### src/rtl/gf_array_feeder.sv
// rtl/gf_array_feeder.sv - operand feeder that serialises buffered GF(2^8) operand pairs into 8-cycle array frames
//
// Purpose: buffers (A, B) operand pairs in a 2-entry FIFO and plays each pair
// out as an 8-cycle frame to a bit-serial GF(2^8) multiplier array, together
// with the field polynomial captured when the pair was popped. An optional
// number of idle cycles (GAP) follows every frame.
//
// Ports:
//   clk, rst        rising-edge clock, synchronous active-high reset
//   in_valid/ready  operand pair handshake, in_a/in_b the operands
//   poly_we/poly_d  field-polynomial register write
//   ai, gi, bi      A / polynomial / B words to the array (0 outside frames)
//   pi              A bit for frame cycle k, MSB first
//   ctr             0 on frame cycle 0 (load), 1 while accumulating
//   frame_start     high on frame cycle 0, frame_last high on frame cycle 7
//   busy            work pending (FIFO non-empty or not idle)
//   frames_sent     completed-frame counter, wraps
module gf_array_feeder #(
  parameter int          GAP      = 0,
  parameter logic [7:0]  POLY_RST = 8'h1B
) (
  input  logic        clk,
  input  logic        rst,
  input  logic        in_valid,
  output logic        in_ready,
  input  logic [7:0]  in_a,
  input  logic [7:0]  in_b,
  input  logic        poly_we,
  input  logic [7:0]  poly_d,
  output logic [7:0]  ai,
  output logic [7:0]  gi,
  output logic [7:0]  bi,
  output logic        pi,
  output logic        ctr,
  output logic        frame_start,
  output logic        frame_last,
  output logic        busy,
  output logic [15:0] frames_sent
);

  typedef enum logic [1:0] {S_IDLE, S_FRAME, S_GAP} state_t;

  // Index of the last GAP cycle; that cycle's edge behaves like IDLE so that
  // exactly GAP empty cycles separate two queued frames.
  localparam logic [3:0] GAP_LAST = (GAP > 0) ? 4'(GAP - 1) : 4'd0;

  state_t      state_q, state_d;
  logic [2:0]  k_q, k_d;
  logic [3:0]  gap_q, gap_d;
  logic [15:0] fifo_q [2];
  logic [15:0] fifo_d [2];
  logic [1:0]  cnt_q, cnt_d;
  logic [7:0]  sa_q, sa_d, sb_q, sb_d, sg_q, sg_d;
  logic [7:0]  preg_q, preg_d;
  logic [15:0] sent_q, sent_d;
  logic        rdy_q, rdy_d, busy_q, busy_d;
  logic [7:0]  ai_q, ai_d, gi_q, gi_d, bi_q, bi_d;
  logic        pi_q, pi_d, ctr_q, ctr_d, fs_q, fs_d, fl_q, fl_d;
  logic        push, pop, start, in_frame;

  always_comb begin
    push    = in_valid && rdy_q;
    pop     = 1'b0;
    start   = 1'b0;
    state_d = state_q;
    k_d     = k_q;
    gap_d   = gap_q;
    sent_d  = sent_q;
    sa_d    = sa_q;
    sb_d    = sb_q;
    sg_d    = sg_q;

    unique case (state_q)
      S_IDLE:  start = 1'b1;
      S_FRAME: begin
        if (k_q == 3'd7) begin
          sent_d = sent_q + 16'd1;
          if (GAP == 0) begin
            start = 1'b1;
          end else begin
            state_d = S_GAP;
            gap_d   = 4'd0;
          end
        end else begin
          k_d = k_q + 3'd1;
        end
      end
      S_GAP: begin
        if (gap_q == GAP_LAST) start = 1'b1;
        else                   gap_d = gap_q + 4'd1;
      end
      default: state_d = S_IDLE;
    endcase

    // Frame launch: the polynomial is captured from the register's current
    // value, so a write at this same edge only reaches later frames.
    if (start) begin
      if (cnt_q != 2'd0) begin
        pop     = 1'b1;
        state_d = S_FRAME;
        k_d     = 3'd0;
        sa_d    = fifo_q[0][15:8];
        sb_d    = fifo_q[0][7:0];
        sg_d    = preg_q;
      end else begin
        state_d = S_IDLE;
      end
    end

    // Head is always entry 0; pop shifts first, then a push lands at the
    // first free slot, which keeps order for a simultaneous push and pop.
    fifo_d = fifo_q;
    cnt_d  = cnt_q;
    if (pop) begin
      fifo_d[0] = fifo_q[1];
      cnt_d     = cnt_q - 2'd1;
    end
    if (push) begin
      fifo_d[cnt_d[0]] = {in_a, in_b};
      cnt_d            = cnt_d + 2'd1;
    end

    preg_d = poly_we ? poly_d : preg_q;

    in_frame = (state_d == S_FRAME);
    ai_d     = in_frame ? sa_d : 8'd0;
    gi_d     = in_frame ? sg_d : 8'd0;
    bi_d     = in_frame ? sb_d : 8'd0;
    pi_d     = in_frame && sa_d[3'd7 - k_d];
    ctr_d    = in_frame && (k_d != 3'd0);
    fs_d     = in_frame && (k_d == 3'd0);
    fl_d     = in_frame && (k_d == 3'd7);
    busy_d   = (state_d != S_IDLE) || (cnt_d != 2'd0);
    rdy_d    = (cnt_d != 2'd2);
  end

  always_ff @(posedge clk) begin
    if (rst) begin
      state_q   <= S_IDLE;
      k_q       <= 3'd0;
      gap_q     <= 4'd0;
      fifo_q[0] <= 16'd0;
      fifo_q[1] <= 16'd0;
      cnt_q     <= 2'd0;
      sa_q      <= 8'd0;
      sb_q      <= 8'd0;
      sg_q      <= 8'd0;
      preg_q    <= POLY_RST;
      sent_q    <= 16'd0;
      rdy_q     <= 1'b1;
      busy_q    <= 1'b0;
      ai_q      <= 8'd0;
      gi_q      <= 8'd0;
      bi_q      <= 8'd0;
      pi_q      <= 1'b0;
      ctr_q     <= 1'b0;
      fs_q      <= 1'b0;
      fl_q      <= 1'b0;
    end else begin
      state_q   <= state_d;
      k_q       <= k_d;
      gap_q     <= gap_d;
      fifo_q[0] <= fifo_d[0];
      fifo_q[1] <= fifo_d[1];
      cnt_q     <= cnt_d;
      sa_q      <= sa_d;
      sb_q      <= sb_d;
      sg_q      <= sg_d;
      preg_q    <= preg_d;
      sent_q    <= sent_d;
      rdy_q     <= rdy_d;
      busy_q    <= busy_d;
      ai_q      <= ai_d;
      gi_q      <= gi_d;
      bi_q      <= bi_d;
      pi_q      <= pi_d;
      ctr_q     <= ctr_d;
      fs_q      <= fs_d;
      fl_q      <= fl_d;
    end
  end

  assign in_ready    = rdy_q;
  assign ai          = ai_q;
  assign gi          = gi_q;
  assign bi          = bi_q;
  assign pi          = pi_q;
  assign ctr         = ctr_q;
  assign frame_start = fs_q;
  assign frame_last  = fl_q;
  assign busy        = busy_q;
  assign frames_sent = sent_q;

endmodule
### config.mk
export PLATFORM = sky130hd
export DESIGN_NAME = gf_array_feeder
export DESIGN_NICKNAME = d
export VERILOG_FILES = /design/src/rtl/gf_array_feeder.sv
export SDC_FILE = /design/constraint.sdc
export NUM_CORES = 1
export LEC_CHECK = 0
export CAP_MARGIN = 0
export CORE_MARGIN = 1.5
export CORE_UTILIZATION = 40
export CTS_CLUSTER_SIZE = 28
export DETAILED_ROUTE_END_ITERATION = 8
export PLACE_DENSITY = 0.68
export SKIP_LAST_GASP = 1
export SLEW_MARGIN = 20
export SYNTH_ARGS = -nofsm -noshare
export SYNTH_HDL_FRONTEND = slang
export SYNTH_SLANG_ARGS = --single-unit
### constraint.sdc
create_clock -name clk -period 3.8 [get_ports clk]
set_input_delay 0.95 -clock clk [delete_from_list [all_inputs] [get_ports clk]]
set_output_delay 0.95 -clock clk [all_outputs]
set_load 0.01 [all_outputs]
Yosys cells after proc, flatten, opt, wreduce, memory -nomap -nowiden

Cells that the tools add are included.

Add/subtract/negate cells: 6
Reduce and logical (&&, ||, !) cells: 18
Eq/ne operators: 6
Bitwise operators: 3
Mux-type cells: 27
Order comparisons: 3

Operator list:

| cell                  | number |
|---|---|
| $mux 8                | 6 |
| $bwmux 32             | 1 |
| $mux 16               | 2 |
| $mux 32               | 1 |
| $add 16x1->16 const B | 1 |
| $demux 16 s1          | 1 |
| $mux 3                | 4 |
| $mux 2                | 4 |
| $eq 3x3->1 const B    | 2 |
| $logic_and 1x1->1     | 6 |
| $mux 1                | 6 |
| $reduce_bool 2->1     | 3 |
| $add 4x1->4 const B   | 1 |
| $eq 2x1->1 const B    | 2 |
| $logic_not 4->1       | 1 |
| $lt 3x4->1 const B    | 1 |
| $reduce_and 2->1      | 2 |
| $add 3x1->3 const B   | 1 |
| $bmux 1 s3            | 1 |
| $logic_not 3->1       | 1 |
| $pmux 1 s3            | 1 |
| $reduce_bool 3->1     | 1 |
| $reduce_or 3->1       | 1 |
| $sub 3x3->3 const A   | 1 |
| 11 further kinds      | 12 |

Register bits: 121
Word-level logic and storage cells: 83
Output and inout port bits: 46

Longest topological paths before layout

Word-level depth: 12
Depth in mapped cells: 12

Worst setup path after synthesis

OpenSTA, ideal clock, no wires.

Kind: flip-flop to flip-flop
Start point: register cnt_q[0]
End point: register (tool-made name)
Arrival time: 2999 ps
Cell stages (with the launch flop): 13
Buffers on the path: 4
Path slack: 674 ps
Library setup time: 128 ps
Cells stage by stage: dfxtp_1 -> inv_1 -> ha_1 -> or2_2 -> o22a_1 -> buf_6 -> xnor2_4 -> buf_6 -> ha_1 -> clkbuf_1 -> clkbuf_1 -> mux2i_1 -> nor2_1

RTL lines:

| what                   | line | source |
|---|---|---|
| from (decl)            | 52   | `logic [1:0] cnt_q, cnt_d;` |
| from (signal assigned) | 165  | `cnt_q <= cnt_d;` |

Final worst setup path

Start point: register cnt_q[0]
End point: register fifo_q[24] in the netlist's numbering

Longest elaborated chain between the ends: 11
Elaborated cells on any way between the ends: 14

RTL lines:

| what                                                           | line | source |
|---|---|---|
| $reduce_bool 2->1                                              | 98   | `if (cnt_q != 2'd0) begin` |
| $mux 1                                                         | 98   |  |
| $mux 1                                                         | 97   | `if (start) begin` |
| $mux 2                                                         | 114  | `if (pop) begin` |
| $not 1->2 (implied by the code)                                | 119  | `fifo_d[cnt_d[0]] = {in_a, in_b};` |
| $ge 2x2->1 (implied by the code) or $lt 2x1->1 (tied branches) | 119  |  |
| $logic_and 1x1->1 (implied by the code)                        | 119  |  |
| $mux 16 (implied by the code)                                  | 119  |  |
| $demux 16 s1                                                   | 119  |  |
| $bwmux 32                                                      | 119  |  |
| $mux 32 (*)                                                    | 118  | `if (push) begin` |
| to (decl)                                                      | 50   | `logic [15:0] fifo_q [2];` |

Every way passes the cells marked *; elsewhere a longest branch is shown, timed or not.
A chain may end at the register's enable or synchronous reset.

==> flow_metrics.env <==
export IMPL_status="finished, violations left"
export IMPL_failed_checks="design-rule violations"
export IMPL_synth_largest_area_cell="dfxtp_1"
export IMPL_p_leak_nw=2.298
export IMPL_die_area_mm2=0.01256
export IMPL_fp_coreArea_mm2=0.01152
export IMPL_slew_viol_final=0
export IMPL_cp_cell_sequence="inv_1 > ha_1 > or2_2 > o22a_2 > xnor2_4 > nand2b_1 > a311oi_2"
export IMPL_dr_first_iter_drc_count=176
export IMPL_power_frac_seq=0.359
export IMPL_vias_per_cell=5.159
export IMPL_r2r_cells=7
export IMPL_grt_total_usage=0.1749
export IMPL_grt_pass1_wl_mm=17.55
export IMPL_area_growth_pct=28.88
export IMPL_drive_gt1_frac=0.09043
export IMPL_cts_setup_buffers=0
export IMPL_grt_start_max_net_pins=58
export IMPL_final_area_mm2=0.006131
export IMPL_rsz0062_at_grt="no"
export IMPL_netlist_area_leader_share=0.5092
export IMPL_die_y_um=112.1
export IMPL_ys_seq_area_frac=0.5092
export IMPL_n_antenna_cell=0
export IMPL_n_fill_cell=1058
export IMPL_drv_cap=0
export IMPL_p_int_mw=3.305
export IMPL_final_cells=718
export IMPL_die_x_um=112.1
export IMPL_fmax_mhz=329.2
export IMPL_clkTransAtPathRegs_ns=0.06
export IMPL_numCtsBuffers=17
export IMPL_yosysWarnings=0
export IMPL_hold_path_class="reg2reg"
export IMPL_async_flop_share=0
export IMPL_first_pass_iters=8
export IMPL_wl_per_cell_um=14.03
export IMPL_critPathRequiredTime_ns=4.04
export IMPL_fin_setup_tns_ns=0
export IMPL_worstMarginPinSlew_ns=0.8483
export IMPL_ant_nets=0
export IMPL_worst_ep_arrival_time_ns=3.28
export IMPL_switching_share=0.3213
export IMPL_relSlewSlack=0.4344
export IMPL_wl_mm=10.07
export IMPL_worstSetupEndpoint="fifo_q[24]$_SDFF_PP0_"
export IMPL_syn_inst=498
export IMPL_final_common_cell="dfxtp_1"
export IMPL_ys_types=50
export IMPL_worst_skew_pair_late_latency_ns=0.41
export IMPL_finClkSkew_ns=0.01558
export IMPL_cts_sinks=121
export IMPL_peakVddDrop_v=0.0003829
export IMPL_grt_ovfl_total=0
export IMPL_cp_start_kind="flip-flop"
export IMPL_fin_crit_sh=0.7995
export IMPL_cp_max_fo=18
export IMPL_cts_resized=0
export IMPL_power_density_mw_per_mm2=794.2
export IMPL_cpMaxStageDelayCell="nand2b_1"
export IMPL_period_needed_ns=3.038
export IMPL_synth_edf_count=0
export IMPL_synth_seq_cells=121
export IMPL_pre_cts_ws_ns=0.8018
export IMPL_synth_ff_type="dfxtp_1"
export IMPL_synth_area_mm2=0.004757
export IMPL_synthTopCellsByArea="dfxtp_1, mux2i_1, nor2_1"
export IMPL_port_buffers=73
export IMPL_r2r_slack_ns=0.76
export IMPL_initial_utilization=0.4131
export IMPL_antenna_found_initial=0
export IMPL_cts_tree="built"
export IMPL_worstReg2RegEnd="fifo_q[24]$_SDFF_PP0_"
export IMPL_clockPowerShare=0.321
export IMPL_crit_type="reg2reg"
export IMPL_ios=74
export IMPL_synth_net_count=532
export IMPL_hold_violations=0
export IMPL_setup_ws_ns=0.7620
export IMPL_finalPower_mw=4.869
export IMPL_drc_errors=7
export IMPL_place_inst=686
export IMPL_grt_pass1_vias=3644
export IMPL_post_dp_hpwl_mm=6.686
export IMPL_vias=3704
export IMPL_hold_buffers=0
export IMPL_p_switching_mw=1.564
export IMPL_gp_congestion=0.7389
export IMPL_startpoint="cnt_q[0]$_SDFF_PP0_"
export IMPL_layout_common_cells="dfxtp_1, nor2_1, clkdlybuf4s50_1, mux2i_1, nand2_1"
export IMPL_whs_ns=0.4719
export IMPL_slowest_delay_ns=0.74
export IMPL_worst_setup_path_end_kind="flip-flop"
export IMPL_fin_nets=596
export IMPL_clockRootBuffer="clkbuf_16"
export IMPL_finalSetupViolations=0
export IMPL_place_area_mm2=0.005545
export IMPL_rows=39
export IMPL_cts_max_level=4
export IMPL_utilization=0.5324
export IMPL_syn_avg_cell_area_um2=9.552
export IMPL_clk_path_buf_depth=2
export IMPL_timing_rr_start="cnt_q[0]$_SDFF_PP0_"
export IMPL_combPwrFrac=0.321
[Yosys cell counts, types with 6 or more instances]
| library cell | count |
|---|---|
| a21oi_1 | 12 |
| a311oi_1 | 7 |
| a311oi_2 | 9 |
| clkbuf_1 | 23 |
| dfxtp_1 | 121 |
| ha_1 | 6 |
| inv_1 | 14 |
| mux2i_1 | 53 |
| nand2_1 | 50 |
| nand3_1 | 9 |
| nor2_1 | 90 |
| nor3_1 | 23 |
| or3_1 | 9 |
| xnor2_1 | 10 |
[final cells by class]
type / instances / area, um2 / share of cell area
timing repair buffer: 80 / 780.7 / 0.1273
clock buffer: 25 / 495.5 / 0.08082
clock inverter: 7 / 90.09 / 0.01469
tap: 143 / 178.9 / 0.02918
sequential: 121 / 2422 / 0.3951
multi-input combinational: 328 / 2111 / 0.3443
inverter: 14 / 52.55 / 0.008571
[critical path, delay by kind of cell (launching register included)]
family,cells,cell delay [ns]
AND/OR/NAND/NOR,2,1.08
flip-flops,1,0.48
AO/OA/AOI/OAI,2,0.46
XOR/XNOR,1,0.46
adder cells (fa/ha/maj),1,0.27
buffers and inverters,1,0.11
[power by group through the flow]
stage / Clock [mW] / Combinational, mW / Sequential (mW)
finish: 1.56 / 1.56 / 1.75
floorplan: 0 / 1.17 / 1.75
global placement: 0 / 1.53 / 1.76
CTS: 1.60 / 1.57 / 1.75
global route: 1.66 / 1.72 / 1.78
detailed placement: 0 / 1.56 / 1.77
[logic make-up after synthesis]
| logic type | count (synthesis) | share of synthesized area |
|---|---|---|
| AO/OA/AOI/OAI | 52 | 0.09101 |
| adder cells (fa/ha/maj) | 6 | 0.01578 |
| buffers and inverters | 49 | 0.04866 |
| AND/OR/NAND/NOR | 199 | 0.1833 |
| XOR/XNOR | 16 | 0.03340 |
| flip-flops | 121 | 0.5092 |
| multiplexers | 55 | 0.1186 |
[worst min-delay path by stage]
| stage | start | endpoint | slack (ns) | cells after the start |
|---|---|---|---|---|
| finish | preg_q[0]$_SDFFE_PP1P_ | preg_q[0]$_SDFFE_PP1P_ | 0.47 | 2 |
| CTS | preg_q[0]$_SDFFE_PP1P_ | preg_q[0]$_SDFFE_PP1P_ | 0.48 | 2 |
| floorplan | preg_q[0]$_SDFFE_PP1P_ | preg_q[0]$_SDFFE_PP1P_ | 0.44 | 2 |
| detailed placement | preg_q[0]$_SDFFE_PP1P_ | preg_q[0]$_SDFFE_PP1P_ | 0.46 | 2 |
| global route | preg_q[4]$_SDFFE_PP1P_ | preg_q[4]$_SDFFE_PP1P_ | 0.51 | 2 |
| global placement | preg_q[0]$_SDFFE_PP1P_ | preg_q[0]$_SDFFE_PP1P_ | 0.45 | 2 |
[per-layer routing]
metal	wire [um]	share of wire	vias up	track usage
met4	113	0.011	0	0.06076
met2	4838	0.48	80	0.2881
met3	385	0.038	10	0.05346
met5	0	0	-	0
met1	4736	0.47	1788	0.2194
li1	-	-	1826	-
(Power assumes the default switching activity.)
